`src/rtl/usr_pkg.sv`:
```
// Shared definitions for the universal shift register: operating mode encodings.
package usr_pkg;
    localparam logic [1:0] MODE_HOLD = 2'b00;
    localparam logic [1:0] MODE_SHR  = 2'b01;
    localparam logic [1:0] MODE_SHL  = 2'b10;
    localparam logic [1:0] MODE_LOAD = 2'b11;
endpackage

```
`src/rtl/dff_en_arst.sv`:
```
// Single-bit flip-flop with clock enable and asynchronous active-low reset to RST_BIT.
module dff_en_arst #(
    parameter bit RST_BIT = 1'b0
) (
    input  logic Clk,
    input  logic rst,
    input  logic en,
    input  logic d,
    output logic q
);
    always_ff @(posedge Clk or negedge rst) begin
        if (!rst) begin
            q <= RST_BIT;
        end else if (en) begin
            q <= d;
        end
    end
endmodule

```
`src/rtl/univ_shift_reg.sv`:
```
// Universal shift register: hold / shift right / shift left / parallel load with optional
// rotate, plus a saturating shift counter that pulses done on the WIDTH-th shift after a load.
module univ_shift_reg
    import usr_pkg::*;
#(
    parameter int               WIDTH     = 8,
    parameter logic [WIDTH-1:0] RESET_VAL = '0,
    parameter bit               ROTATE    = 1'b0,
    parameter int               CNT_W     = $clog2(WIDTH + 1)
) (
    input  logic             Clk,
    input  logic             rst,
    input  logic             clr,
    input  logic             en,
    input  logic [1:0]       mode,
    input  logic             ser_in_msb,
    input  logic             ser_in_lsb,
    input  logic [WIDTH-1:0] d,
    output logic [WIDTH-1:0] q,
    output logic             ser_out_lsb,
    output logic             ser_out_msb,
    output logic [CNT_W-1:0] shift_cnt,
    output logic             done
);
    localparam logic [CNT_W-1:0] CNT_MAX    = CNT_W'(WIDTH);
    localparam logic [CNT_W-1:0] CNT_MAX_M1 = CNT_W'(WIDTH - 1);

    logic [WIDTH-1:0] shr_val;
    logic [WIDTH-1:0] shl_val;
    logic [WIDTH-1:0] q_nxt;
    logic             bit_en;
    logic             is_shift;

    // A one-bit register has no neighbour, so the shifted-in bit replaces it outright.
    generate
        if (WIDTH == 1) begin : g_w1
            assign shr_val = ROTATE ? q : ser_in_msb;
            assign shl_val = ROTATE ? q : ser_in_lsb;
        end else begin : g_wn
            assign shr_val = {(ROTATE ? q[0] : ser_in_msb), q[WIDTH-1:1]};
            assign shl_val = {q[WIDTH-2:0], (ROTATE ? q[WIDTH-1] : ser_in_lsb)};
        end
    endgenerate

    always_comb begin
        q_nxt = q;
        if (clr) begin
            q_nxt = RESET_VAL;
        end else begin
            case (mode)
                MODE_SHR:  q_nxt = shr_val;
                MODE_SHL:  q_nxt = shl_val;
                MODE_LOAD: q_nxt = d;
                default:   q_nxt = q;
            endcase
        end
    end

    assign bit_en   = clr | (en & (mode != MODE_HOLD));
    assign is_shift = (mode == MODE_SHR) || (mode == MODE_SHL);

    generate
        for (genvar i = 0; i < WIDTH; i++) begin : g_bit
            dff_en_arst #(
                .RST_BIT(RESET_VAL[i])
            ) u_bit (
                .Clk(Clk),
                .rst(rst),
                .en (bit_en),
                .d  (q_nxt[i]),
                .q  (q[i])
            );
        end
    endgenerate

    assign ser_out_lsb = q[0];
    assign ser_out_msb = q[WIDTH-1];

    always_ff @(posedge Clk or negedge rst) begin
        if (!rst) begin
            shift_cnt <= '0;
            done      <= 1'b0;
        end else if (clr) begin
            shift_cnt <= '0;
            done      <= 1'b0;
        end else if (!en) begin
            done <= 1'b0;
        end else if (mode == MODE_LOAD) begin
            shift_cnt <= '0;
            done      <= 1'b0;
        end else if (is_shift) begin
            // Counter saturates so shifting beyond WIDTH never re-triggers done.
            if (shift_cnt != CNT_MAX) begin
                shift_cnt <= shift_cnt + 1'b1;
            end
            done <= (shift_cnt == CNT_MAX_M1);
        end else begin
            done <= 1'b0;
        end
    end
endmodule

```
`config.mk`:
```
export PLATFORM = sky130hd
export DESIGN_NAME = univ_shift_reg
export DESIGN_NICKNAME = d
export VERILOG_FILES = /design/src/rtl/usr_pkg.sv /design/src/rtl/dff_en_arst.sv /design/src/rtl/univ_shift_reg.sv
export SDC_FILE = /design/constraint.sdc
export NUM_CORES = 1
export LEC_CHECK = 0
export CORE_MARGIN = 2
export CORE_UTILIZATION = 60
export DETAILED_ROUTE_END_ITERATION = 8
export DONT_BUFFER_PORTS = 1
export PLACE_DENSITY = 0.76
export SLEW_MARGIN = 15
export SYNTH_ARGS = -nofsm -noshare
export SYNTH_HDL_FRONTEND = slang
export SYNTH_SLANG_ARGS = --single-unit
```
`constraint.sdc`:
```
create_clock -name Clk -period 2.29 [get_ports Clk]
set_input_delay 0.458 -clock Clk [delete_from_list [all_inputs] [get_ports Clk]]
set_output_delay 0.458 -clock Clk [all_outputs]
set_load 0.005 [all_outputs]
```
# Yosys cells after proc, flatten, opt, wreduce, memory -nomap -nowiden
# Index checks and enable logic that the tools add are counted.
[word_totals] reg_bits=13 output_inout_bits=15
[classes] addsub=1 n_eq_ne=5 mux=11 bitwise=2 reduce_logical=8
[ops] operator="$pmux 8 s3" n=1
[ops] operator="$mux 4" n=5
[ops] operator="$mux 8" n=1
[ops] operator="$reduce_bool 3->1" n=2
[ops] operator="$add 4x1->4 const B" n=1
[ops] operator="$eq 2x2->1 const B" n=2
[ops] operator="$eq 4x3->1 const B" n=1
[ops] operator="$mux 1" n=4
[ops] operator="$ne 4x4->1 const B" n=1
[ops] operator="$reduce_bool 2->1" n=2
[ops] operator="$reduce_bool 4->1" n=1
[ops] operator="$reduce_and 3->1" n=1
[ops] operator="$eq 2x1->1 const B" n=1
[ops] operator="$reduce_and 2->1" n=1
[ops] operator="$and 1x1->1" n=1
[ops] operator="$logic_or 1x1->1" n=1
[ops] operator="$or 1x1->1" n=1

# Logic depth before layout (Yosys ltp)
[depth] word_depth=6 depth_mapped=6 ltp_nobuf=5

# Cells and area by module
# From an unflattened synthesis, not the netlist that was laid out.
[hier_totals] cells_unflattened=99 area_unflattened_um2=938.4
[modules_own_cells] module="univ_shift_reg" n_inst=1 cells_each=83 area_per_inst_um2=618.1 seq_area_each_um2=125.1
[modules_own_cells] module="dff_en_arst" n_inst=8 cells_each=2 area_per_inst_um2=40.0 seq_area_each_um2=25.0

# Worst setup path before layout
# No wires, ideal clock.
[synth_timing] path_type="input to register" from="in mode[0]" to="reg g_bit[0].u_bit.q" setup_time_ns=0.080 t_arrival_ns=1.596 t_required_ns=2.210 slack_ns=0.613 stages=6 path_buffers=1 cell_sequence="inv_1 ha_1 buf_6 or3_4 a31oi_4 o2bb2ai_1"
[synth_between] elab_chain_cells=4 elab_cells_between_ends=10 classes_between="eq/ne: 3; mux: 2; bitwise: 2; reduce/logical: 3"
[synth_lines] element="start: declaration" line="univ_shift_reg.sv:15" source="input logic [1:0] mode,"
[synth_lines] element="$reduce_bool 2->1" line="univ_shift_reg.sv:59" source="assign bit_en = clr | (en & (mode != MODE_HOLD));"
[synth_lines] element="$and 1x1->1" line="univ_shift_reg.sv:59"
[synth_lines] element="$or 1x1->1" line="univ_shift_reg.sv:59"
[synth_lines] element="$reduce_and 2->1 (no source line)"
[synth_lines] element="end signal: assignment" line="dff_en_arst.sv:13" source="q <= RST_BIT;"
[synth_lines] element="end signal: assignment" line="dff_en_arst.sv:15" source="q <= d;"
[synth_lines] element="end: declaration" line="dff_en_arst.sv:9" source="output logic q"
# Parallel ways exist; a longest one is shown, timed or not.
# A chain may end at the register's enable or synchronous reset.

# Worst setup path in the final report
[layout_timing] from="in mode[0]" to="reg g_bit[5].u_bit.q"
[layout_between] elab_chain_cells=4 elab_cells_between_ends=10 classes_between="eq/ne: 3; mux: 2; bitwise: 2; reduce/logical: 3"
[layout_lines] element="$reduce_bool 2->1" line="univ_shift_reg.sv:59"
[layout_lines] element="$and 1x1->1" line="univ_shift_reg.sv:59"
[layout_lines] element="$or 1x1->1" line="univ_shift_reg.sv:59"
[layout_lines] element="$reduce_and 2->1 (no source line)"
[layout_lines] element="end signal: assignment" line="dff_en_arst.sv:13"
[layout_lines] element="end signal: assignment" line="dff_en_arst.sv:15"
[layout_lines] element="end: declaration" line="dff_en_arst.sv:9"
# Parallel ways exist; a longest one is shown, timed or not.

==> out/metrics.cfg <==
[status]
result_of_the_run = completed

[critical_path]
reg2reg_slack_ns = 0.89
worstSetupEndpoint = g_bit[5].u_bit.q
critical_path_class = in -> reg
worstReg2RegStart = shift_cnt[0]
worst_r2r_path_depth = 5
critical_path.max_fanout = 16
worst_setup_path_startpoint = mode[0]
crit_path_start_kind = input pin
setup.worst_path.end_class = flip-flop
cp_data_required_time_ns = 2.49
worstReg2RegEnd = shift_cnt[3]
worstPathArrival_ns = 1.74

[global_routing]
grtUsageTotal_pct = 20.16
gr-total-overflow = 0
first_pass_grt_wire_length_microns = 2684
antenna_found_initial = 0
maximum_number_of_pins_on_one_net_before_global_route_repair = 17
grt_pass1_vias = 551

[detailed_routing]
routed-via-count = 606
ant_nets = 0
wl_met1_microns = 719
drtPass1Iterations = 4
detail_route.wl_per_cell_microns = 17.98
wl_met3_microns = 143
per_cell_via_count_in_the_routed_design = 6.733
detailed_route_wirelength_on_metal2_microns = 726
detail_route.wirelength_microns = 1618
drc = 0
top_signal_layer_used = met4
initialDrtViolationCount = 13

[layout]
layout_cell_share_with_drive_strength_beyond_1_pct = 9.333
num-nets-final = 98
fillers = 94
diodes = 0
areaGrowthSynthToFinish_pct = -2.193

[pwr]
clockPowerShare_pct = 31.5
internal_power_uw = 327.2
part_of_the_total_power_dissipated_in_sequential_elements_pct = 54.4
vdd.ir_drop.worst_v = 0.0002829
netsw_uw = 120.9
p_sw_share_pct = 26.98
cellLeakagePower_uw = 0.0003636
logic_gate_share_of_total_power_pct = 14.1
power.density_mw_per_mm2 = 535.3

[floorplanning]
num_rows = 13
io-pin-count = 31
die_h_microns = 41.77
initial_utilization_pct = 64.96
floorplan.die_area_sq_mm = 0.001744
x_dimension_of_the_die_microns = 41.77
core_region_area_sq_mm = 0.001318

[yosys]
synth.most_common_cell = dfrtp_1
synth_warnings = 0
postSynthAreaPerCell_sq_um = 10.70
synthTopCellsByCount = 13 x dfrtp_1, 10 x a21oi_1, 9 x a22o_1, 8 x buf_4, 8 x o2bb2ai_1
synth_enable_flop_cells = 0
async_flop_share_pct = 100.0
syn_nets = 102
synthCells = 80
mappedNetlistArea_sq_um = 855.8
dominantRegCellSynth = dfrtp_1
ys_seq_elements = 13
synth_top_cells_by_area = dfrtp_1 38%, a22o_1 9.2%, ha_1 8.8%
synth_area_leader_cell = dfrtp_1
post_synth_num_cell_types = 25
synth_top_area_share_pct = 38.01
synth_sequential_area_ratio_pct = 38.01

[sta]
totalNegativeSetupSlack_ns = 0
hold_violations = 0
finalCriticalPeriod_ns = 1.538
grt_setup_unrepaired = false
worstMarginPinSlew_ns = 0.5885
maxSlewHeadroom_pct = 60.64
finalWorstSetupSlack_ns = 0.7524
setup_viol = 0
period_share_pct = 67.14
clock-skew-final_ns = 0.0001565
maxClockFrequency_mhz = 650.4
timing_max_transition_violations_final = 0

[min_path]
hp-class = in -> reg

[clock_tree]
worstSkewPairLatency_ns = 0.28
maximum_clock_path_buffer_count = 2
cts.reportedPaths.clkPinSlew_ns = 0.09
clock_tree.htree_level_count = 1
root_buffer_cell = clkbuf_4
cts-resized-gates = 0
clock-sinks = 13
clock_tree_from_tritoncts = built
cts_buffers = 3

[place]
post-place-ws_ns = 0.4650
finalWeightedCongestion = 0.7850
port_buffers = 0
post-dp-hpwl_microns = 1214

[run]
timing.max_cap.violations = 0

critical path, cell delays in order:
cell       delay [ns]
ha_1             0.36
or3_4            0.46
a31oi_4          0.30
o2bb2ai_1        0.16
power groups by stage:
| stage | Clock, uW | Sequential (uW) | Combinational (uW) |
|---|---|---|---|
| 2_1_floorplan | 0 | 246 | 55.6 |
| 3_3_place_gp | 0 | 248 | 54.3 |
| 3_5_place_dp | 0 | 248 | 57.0 |
| 4_1_cts | 144 | 244 | 62.9 |
| 5_1_grt | 158 | 245 | 70.9 |
| 6_report | 141 | 244 | 63.0 |
layout make-up:
cell class                      instances  area [sq um]  area share (%)
Tap cell                               15         18.77           2.242
Sequential cell                        13         325.3           38.86
Clock buffer                            3         22.52           2.691
Inverter                                5         18.77           2.242
Timing Repair Buffer                    1         10.01           1.196
Multi-Input combinational cell         52         436.7           52.17
Clock inverter                          1         5.005          0.5979
registers in the layout, summed over array words and instances (netlist names):
signal,cells
done,1
shift_cnt,4
g_bit.u_bit.q,8
what timing repair did:
item,in CTS,in global routing
setup buffers,0,0
endpoints found under the hold margin,13,0
hold buffers,1,0
logic make-up (layout without fill, tap and decap cells):
| kind of cell | Yosys count | after routing | synth area share (%) |
|---|---|---|---|
| flip-flops | 13 | 13 | 38.01 |
| buffers and inverters | 15 | 10 | 10.96 |
| AO/OA/AOI/OAI | 33 | 33 | 30.85 |
| AND/OR/NAND/NOR | 12 | 12 | 10.09 |
| adder cells (fa/ha/maj) | 6 | 6 | 8.772 |
| multiplexers | 1 | 1 | 1.316 |
cells in the final DEF (no fill, tap or decap), drive strengths merged, types with 2 or more instances in the layout:
master and instances:
dfrtp 13, nand2 2, inv 5, nand4bb 2, a22o 9, a21oi 10, nor3 2, ha 6
o2bb2ai 8, clkbuf 3
metrics by stage:
stage	hold WS, ns	instance area [sq um]	utilization, %	power, uW	cells
6_report	0.2449	837.1	63.53	448.1	90
5_1_grt	0.2274	837.1	63.53	473.6	90
4_1_cts	0.2382	837.1	63.53	450.8	90
3_5_place_dp	0.1627	799.5	60.68	305.4	85
3_3_place_gp	0.1627	799.5	60.68	302.7	85
2_1_floorplan	0.1624	855.8	-	301.1	80
worst min path at each step:
stage               startpoint          endpoint  slack (ns)  cells after the start
detailed placement         rst  g_bit[2].u_bit.q        0.16                      0
CTS                        clr      shift_cnt[2]        0.24                      1
finish                     clr      shift_cnt[2]        0.24                      1
global route               clr      shift_cnt[2]        0.23                      1
global placement           rst  g_bit[2].u_bit.q        0.16                      0
floorplan                  rst              done        0.16                      0
per-layer routing:
layer / global-route usage [%] / up-vias
li1: - / 288
met1: 27.15 / 287
met2: 28.44 / 27
met3: 8.696 / 4
met4: 7.742 / 0
met5: 0 / -
Note: power is estimated with default switching activity, not from simulation.
